**src/rtl/regfile_write_arbiter.sv**
```systemverilog
// Round-robin arbiter sharing the register-file write port between ALU (A) and load (B)
// writeback, with a destination-register busy scoreboard and a saturating contention counter.
module regfile_write_arbiter #(
   parameter int DATA_W = 32,
   parameter int ADDR_W = 5,
   parameter int CNT_W  = 16
) (
   input  logic                     clk,
   input  logic                     reset,
   input  logic                     a_valid,
   output logic                     a_ready,
   input  logic [ADDR_W-1:0]        a_addr,
   input  logic [DATA_W-1:0]        a_data,
   input  logic                     b_valid,
   output logic                     b_ready,
   input  logic [ADDR_W-1:0]        b_addr,
   input  logic [DATA_W-1:0]        b_data,
   input  logic                     rsv_valid,
   input  logic [ADDR_W-1:0]        rsv_addr,
   output logic [(1<<ADDR_W)-1:0]   busy,
   output logic                     wr_en,
   output logic [ADDR_W-1:0]        wr_addr,
   output logic [DATA_W-1:0]        wr_data,
   output logic [CNT_W-1:0]         contention_cnt
);

   localparam int DEPTH = 1 << ADDR_W;

   logic              rr_q, rr_d;
   logic              grantA, grantB, accept, bothValid;
   logic [ADDR_W-1:0] accAddr;
   logic [DATA_W-1:0] accData;

   logic              wrEn_q, wrEn_d;
   logic [ADDR_W-1:0] wrAddr_q, wrAddr_d;
   logic [DATA_W-1:0] wrData_q, wrData_d;
   logic [DEPTH-1:0]  busy_q, busy_d;
   logic [CNT_W-1:0]  cnt_q, cnt_d;

   assign bothValid = a_valid && b_valid;

   // rr_q names the requester that wins a tie; a lone requester is always granted.
   always_comb begin
      grantA = 1'b0;
      grantB = 1'b0;
      if (!reset) begin
         if (a_valid && (!b_valid || !rr_q)) begin
            grantA = 1'b1;
         end else if (b_valid) begin
            grantB = 1'b1;
         end
      end
   end

   assign a_ready = grantA;
   assign b_ready = grantB;
   assign accept  = grantA || grantB;
   assign accAddr = grantA ? a_addr : b_addr;
   assign accData = grantA ? a_data : b_data;

   always_comb begin
      rr_d = rr_q;
      if (bothValid) begin
         rr_d = ~rr_q;
      end
   end

   always_comb begin
      wrEn_d   = accept && (accAddr != '0);
      wrAddr_d = wrAddr_q;
      wrData_d = wrData_q;
      if (accept) begin
         wrAddr_d = accAddr;
         wrData_d = accData;
      end
   end

   // A reservation on the same edge as a clearing write wins: it belongs to a newer instruction.
   always_comb begin
      busy_d = busy_q;
      if (accept) begin
         busy_d[accAddr] = 1'b0;
      end
      if (rsv_valid && (rsv_addr != '0)) begin
         busy_d[rsv_addr] = 1'b1;
      end
      busy_d[0] = 1'b0;
   end

   always_comb begin
      cnt_d = cnt_q;
      if (bothValid && !(&cnt_q)) begin
         cnt_d = cnt_q + CNT_W'(1);
      end
   end

   always_ff @(posedge clk) begin
      if (reset) begin
         rr_q     <= 1'b0;
         wrEn_q   <= 1'b0;
         wrAddr_q <= '0;
         wrData_q <= '0;
         busy_q   <= '0;
         cnt_q    <= '0;
      end else begin
         rr_q     <= rr_d;
         wrEn_q   <= wrEn_d;
         wrAddr_q <= wrAddr_d;
         wrData_q <= wrData_d;
         busy_q   <= busy_d;
         cnt_q    <= cnt_d;
      end
   end

   assign wr_en          = wrEn_q;
   assign wr_addr        = wrAddr_q;
   assign wr_data        = wrData_q;
   assign busy           = busy_q;
   assign contention_cnt = cnt_q;

endmodule

```
**config.mk**
```make
export PLATFORM = sky130hd
export DESIGN_NAME = regfile_write_arbiter
export DESIGN_NICKNAME = d
export VERILOG_FILES = /design/src/rtl/regfile_write_arbiter.sv
export SDC_FILE = /design/constraint.sdc
export NUM_CORES = 1
export LEC_CHECK = 0
export BUFFER_PORTS_ARGS = -buffer_cell sky130_fd_sc_hd__buf_2
export CORE_ASPECT_RATIO = 0.6
export CORE_MARGIN = 2
export CORE_UTILIZATION = 48
export CTS_CLUSTER_DIAMETER = 120
export DETAILED_ROUTE_END_ITERATION = 10
export HOLD_SLACK_MARGIN = 0.15
export PLACE_DENSITY = 0.86
export SLEW_MARGIN = 20
export SYNTH_ARGS = -nofsm -noshare
export SYNTH_HDL_FRONTEND = slang
export SYNTH_SLANG_ARGS = --single-unit
```
**constraint.sdc**
```tcl
create_clock -name clk -period 2.33 [get_ports clk]
set_input_delay 0.1165 -clock clk [delete_from_list [all_inputs] [get_ports clk]]
set_output_delay 0.1165 -clock clk [all_outputs]
set_load 0.01 [all_outputs]
```
## After elaboration in Yosys (flattened, before gate mapping)

Index checks and enable logic that the tools add are counted.

| operators by class | value |
|---|---|
| eq/ne operators | 0 |
| bitwise operators | 4 |
| shifts and indexed selects | 0 |
| $lt $le $gt $ge | 4 |
| add/subtract/negate cells | 1 |
| muxes and demuxes | 13 |
| divide/modulo/power cells | 0 |
| reductions and logical operators | 15 |
| multiply operators | 0 |

Operators by type and width:

| cell | count |
|---|---|
| $mux W32 | 3 |
| $and A32 B32 Y32 | 1 |
| $not A32 Y32 | 1 |
| $or A32 B32 Y32 | 1 |
| $add A16 B1 Y16 const B | 1 |
| $reduce_and A16 Y1 | 1 |
| $lt A5 B6 Y1 const B | 2 |
| $demux W1 S5 | 2 |
| $ge A5 B1 Y1 const B | 2 |
| $reduce_bool A5 Y1 | 2 |
| $logic_and A1 B1 Y1 | 7 |
| $mux W1 | 7 |
| $mux W5 | 1 |
| $logic_not A1 Y1 | 3 |
| $logic_or A1 B1 Y1 | 2 |
| $not A1 Y1 | 1 |

| word-level totals | value |
|---|---|
| latch bits | 0 |
| memories kept | 0 |
| flip-flop bits (word level) | 87 |
| ROM bits | 0 |
| bits of input ports | 84 |
| memory bits (writable) | 0 |

## Logic depth before layout (Yosys ltp)

| depth | value |
|---|---|
| word-level depth | 15 |
| mapped depth | 6 |
| gate-level depth less buffers | 5 |

## Worst setup path before layout

Ideal clock, no wire load.

| path | value |
|---|---|
| path type | register to register |
| from | register cnt_q[0], in the netlist contention_cnt[0] |
| to | register cnt_q[8], in the netlist contention_cnt[8] |
| path buffers | 0 |
| required time | 2.260 ns |
| stages on the path, launching flop included | 6 |
| slack | 0.623 ns |
| period minus slack after synthesis | 1.707 ns |
| arrival time | 1.637 ns |
| library setup time | 0.070 ns |
| path through | dfxtp_1 ha_1 nand3_2 or3_2 or3_1 a21oi_1 |

| on the way | value |
|---|---|
| longest elaborated chain between the ends | 3 |
| elaborated cells on any way between the ends | 4 |

RTL lines:

| item | line | RTL |
|---|---|---|
| from (decl) | 38 | `logic [CNT_W-1:0] cnt_q, cnt_d;` |
| from (signal assigned) | 111 | `cnt_q <= cnt_d;` |
| branches (longest 3 deep; another with $add A16 B1 Y16) | -- |  |

Several ways; the timed one is not identified.
A chain may end at the register's enable or synchronous reset.

## Worst setup path after layout

| path | value |
|---|---|
| from | input port reset |
| to | register wrData_q[22], in the netlist wr_data[22] |

| on the way | value |
|---|---|
| longest elaborated chain between the ends | 2 |
| elaborated cells on any way between the ends | 4 |

RTL lines:

| item | line | RTL |
|---|---|---|
| from (decl) | 9 | `input logic reset,` |
| $mux W1 | 46 | `if (!reset) begin` |
| $mux W32 or $logic_or A1 B1 Y1 (tied branches) | 59, 57 |  |
| to (signal assigned) | 109 | `wrData_q <= wrData_d;` |
| to (decl) | 36 | `logic [DATA_W-1:0] wrData_q, wrData_d;` |

Parallel ways exist; a longest one is shown, timed or not.

==> impl_results.md <==
- Status: finished, final reports clean
- Routed vias/inst: 5.787
- Core Area: 0.008458 mm^2
- Setup CP Type: in -> reg
- Synth async-reset ratio: 0%
- Fmax: 457.1 MHz
- Die span in x: 123.9 um
- Largest family of logic cells by synthesized area: simple AND/OR/NAND/NOR gates
- Primary FF master, synth: dfxtp_1
- Avg Cell Area, Syn: 8.452 um^2
- Mux contribution to synthesized area: 3.927%
- Post-Synth XOR/XNOR Area: 0.2115%
- Number of routed nets with antenna violations: 0
- Layout cells sized above 1: 31.54%
- Iteration-0 DRC Markers: 446
- Tot GR Track Use: 30.20%
- Setup crit end kind: flip-flop
- Nets: 806
- Share of the synthesized area in the top cell type: 41.57%
- Worst VDD drop: 0.3996 mV
- TritonRoute pass-1 iters: 5
- Number of synthesized flops with an enable pin: 0
- Num CTS Buffers: 9
- R2R depth: 6
- Top post-synthesis cells by area: dfxtp_1 (42%), a311oi_1 (6.6%), nor2_1 (4.8%)
- Post-synthesis adder-cell area fraction: 0.3021%
- Slew @ Worst Pin: 0.8573 ns
- Die height: 75.95 um
- Final Skew: 0.007751 ns
- Nature of the critical path startpoint: primary input
- Rel. slew slack: 42.04%
- Root buf cell: clkbuf_16
- Post-synthesis sequential area ratio: 41.57%
- Vias in the first global route: 4,633
- RR Startpoint: rr_q
- Postcts setup bufs: 0
- Post-synth net total: 575
- Final RePlAce weighted congestion: 0.9304
- Synthesized area: 0.004141 mm^2
- Post-DP HPWL: 9.361 mm
- Row Count: 26
- Worst-Skew Late Latency: 0.35 ns
- Leading area contributor after synthesis: dfxtp_1
- Initial antenna violation count: 2
- CP arrival: 2.47 ns
- Worst-case clock buffer depth: 2
- Compound-cell area share of the yosys netlist: 21.78%
- Average wire per standard cell: 16.96 um
- Slew Limit Fails: 0
- Final setup viols: 0
- Simple-gate share of the synthesized area: 27.61%
- Global-route wire length before repair: 22.46 mm
- Clock-pin slew on the worst setup and hold paths: 0.06 ns
- DR vias: 4,855
- P_leak: 2.690 nW
- Syn Inst Count: 490
- Seq cells post-synth: 86
- CP endpoint: wr_data[22]
- Final min period: 2.188 ns
- Initial Util: 48.96%
- CTS tree: built
- Critical Path Start: reset
- Buffers on Ports: 170
- CP Data Required Time: 2.62 ns
- Cell Pwr Density: 617.1 mW/mm^2
- Area grow syn2layout: 48.49%
- Max Cap Violations: 0
- Largest driver fanout on the critical path: 31
- DIE AREA: 0.009411 mm^2
- H-tree Lvls: 3
- Unrepaired setup endpoints after global routing: false
- Final worst-path cycle share: 93.89%
- Worst Hold Class: in -> reg
- DRC: 0
- Distinct cells, synth: 60
- R2R setup slack: 0.27 ns
- # clock sinks: 86
- Grt ovf: 0
- Reg2reg end: wr_data[8]
- Final TNS setup: 0 ns
- Finished Core Util: 72.71%
- Final hold vios: 0
- Ys Warns: 0
- Largest net degree at the start of global routing: 37
- Boundary Pins: 172
- Routed WL: 14.23 mm
==> registers in the layout, summed over array words and instances (netlist names) <==
signal and cells:
wr_addr 5, wr_data 32, busy 31, contention_cnt 16, wr_en 1, rr_q 1
==> power by group <==
group / total (mW) / internal, mW / switching [mW] / leakage [nW]
registers: 1.57 / 1.54 / 0.0373 / 0.703
clock network: 1.61 / 1.03 / 0.587 / 0.166
logic: 0.610 / 0.297 / 0.313 / 1.82
==> layout make-up <==
class,instances,area (um^2)
multi-input cells,359,2233
inverters,9,33.78
repair buffers,256,1683
clock buffers,13,270.3
flip-flops and latches,86,1722
diodes,1,2.502
fillers,626,2308
clock inverters,3,65.06
well taps,112,140.1
==> layout by cell type (no fill, tap or decap), drive strengths merged, types with 3 or more instances in the layout <==
cell / Yosys / routed
buf: 14 / 183
dfxtp: 86 / 86
dlygate4sd3: 0 / 73
nor2: 54 / 54
nand2: 34 / 34
a311oi: 31 / 31
nor3: 28 / 28
a21oi: 25 / 25
nor2b: 23 / 23
o22ai: 20 / 20
o21ai: 18 / 18
or2: 16 / 16
mux2i: 14 / 14
a211oi: 14 / 14
clkbuf: 22 / 13
nand2b: 9 / 9
inv: 9 / 9
nand4: 7 / 7
nand4b: 6 / 6
or3: 6 / 6
nand3: 5 / 5
nand3b: 4 / 4
a221oi: 4 / 4
nor4: 4 / 4
or4: 4 / 4
o31ai: 3 / 3
and2: 3 / 3
nor3b: 3 / 3
o41ai: 3 / 3
==> worst min path at each step <==
stage	startpoint	to	slack, ns	cells past startpoint
after floorplan	a_addr[1]	wr_addr[1]	0.28	2
after global placement	a_data[21]	wr_data[21]	0.40	3
after detailed placement	a_data[0]	wr_data[0]	0.41	3
after CTS	b_data[4]	wr_data[4]	0.16	3
after global routing	b_data[4]	wr_data[4]	0.17	3
final	b_data[4]	wr_data[4]	0.17	3
==> worst max-delay path: stages <==
cell and delay, ns:
dlygate4sd3_1 0.52, buf_2 0.23, buf_6 0.28, nand3b_1 0.14, buf_4 0.26, o22ai_1 0.12, nor3_1 0.19, dlygate4sd3_1 0.58
==> stage by stage <==
step / area, um^2 / cells / setup slack, ns / hold slack, ns / total power [mW]
floorplan: 4141 / 490 / 0.6230 / 0.2755 / 1.863
global placement: 5077 / 749 / 0.5232 / 0.4013 / 2.058
detailed placement: 5077 / 749 / 0.4197 / 0.4067 / 2.072
CTS: 6143 / 838 / 0.1791 / 0.1556 / 3.788
global route: 6147 / 838 / 0.04010 / 0.1686 / 3.906
finish: 6150 / 839 / 0.1423 / 0.1683 / 3.795
==> timing repair <==
action,CTS,global route
hold endpoints to repair,42,0
gates resized for setup,0,1
endpoints found under the setup margin,0,7
hold buffers,73,0
==> logic make-up (layout without fill, tap and decap cells) <==
family,after synthesis,count (layout)
other cells,1,2
buf+inv,45,281
mux,16,16
compound gates,128,128
xor+xnor,1,1
simple gates,212,212
flops,86,86
fa+ha+maj,1,1
==> layer usage <==
metal / vias to the layer above / wire [um] / track usage [%]
li1: 2280 / - / -
met1: 2295 / 6140 / 39.75
met2: 246 / 6534 / 46.59
met3: 32 / 1251 / 9.488
met4: 2 / 289 / 10.79
met5: - / 13 / 0
==> cell usage after synthesis (all sizes together) (3+ instances only) <==
master and instances:
dfxtp 86, nor2 54, nand2 34, a311oi 31, nor3 28, a21oi 25, nor2b 23, clkbuf 22
o22ai 20, o21ai 18, or2 16, a211oi 14, buf 14, mux2i 14, inv 9, nand2b 9
nand4 7, nand4b 6, or3 6, nand3 5, a221oi 4, nand3b 4, nor4 4, or4 4
and2 3, nor3b 3, o31ai 3, o41ai 3
No activity file was read; power rests on OpenSTA's default activity.
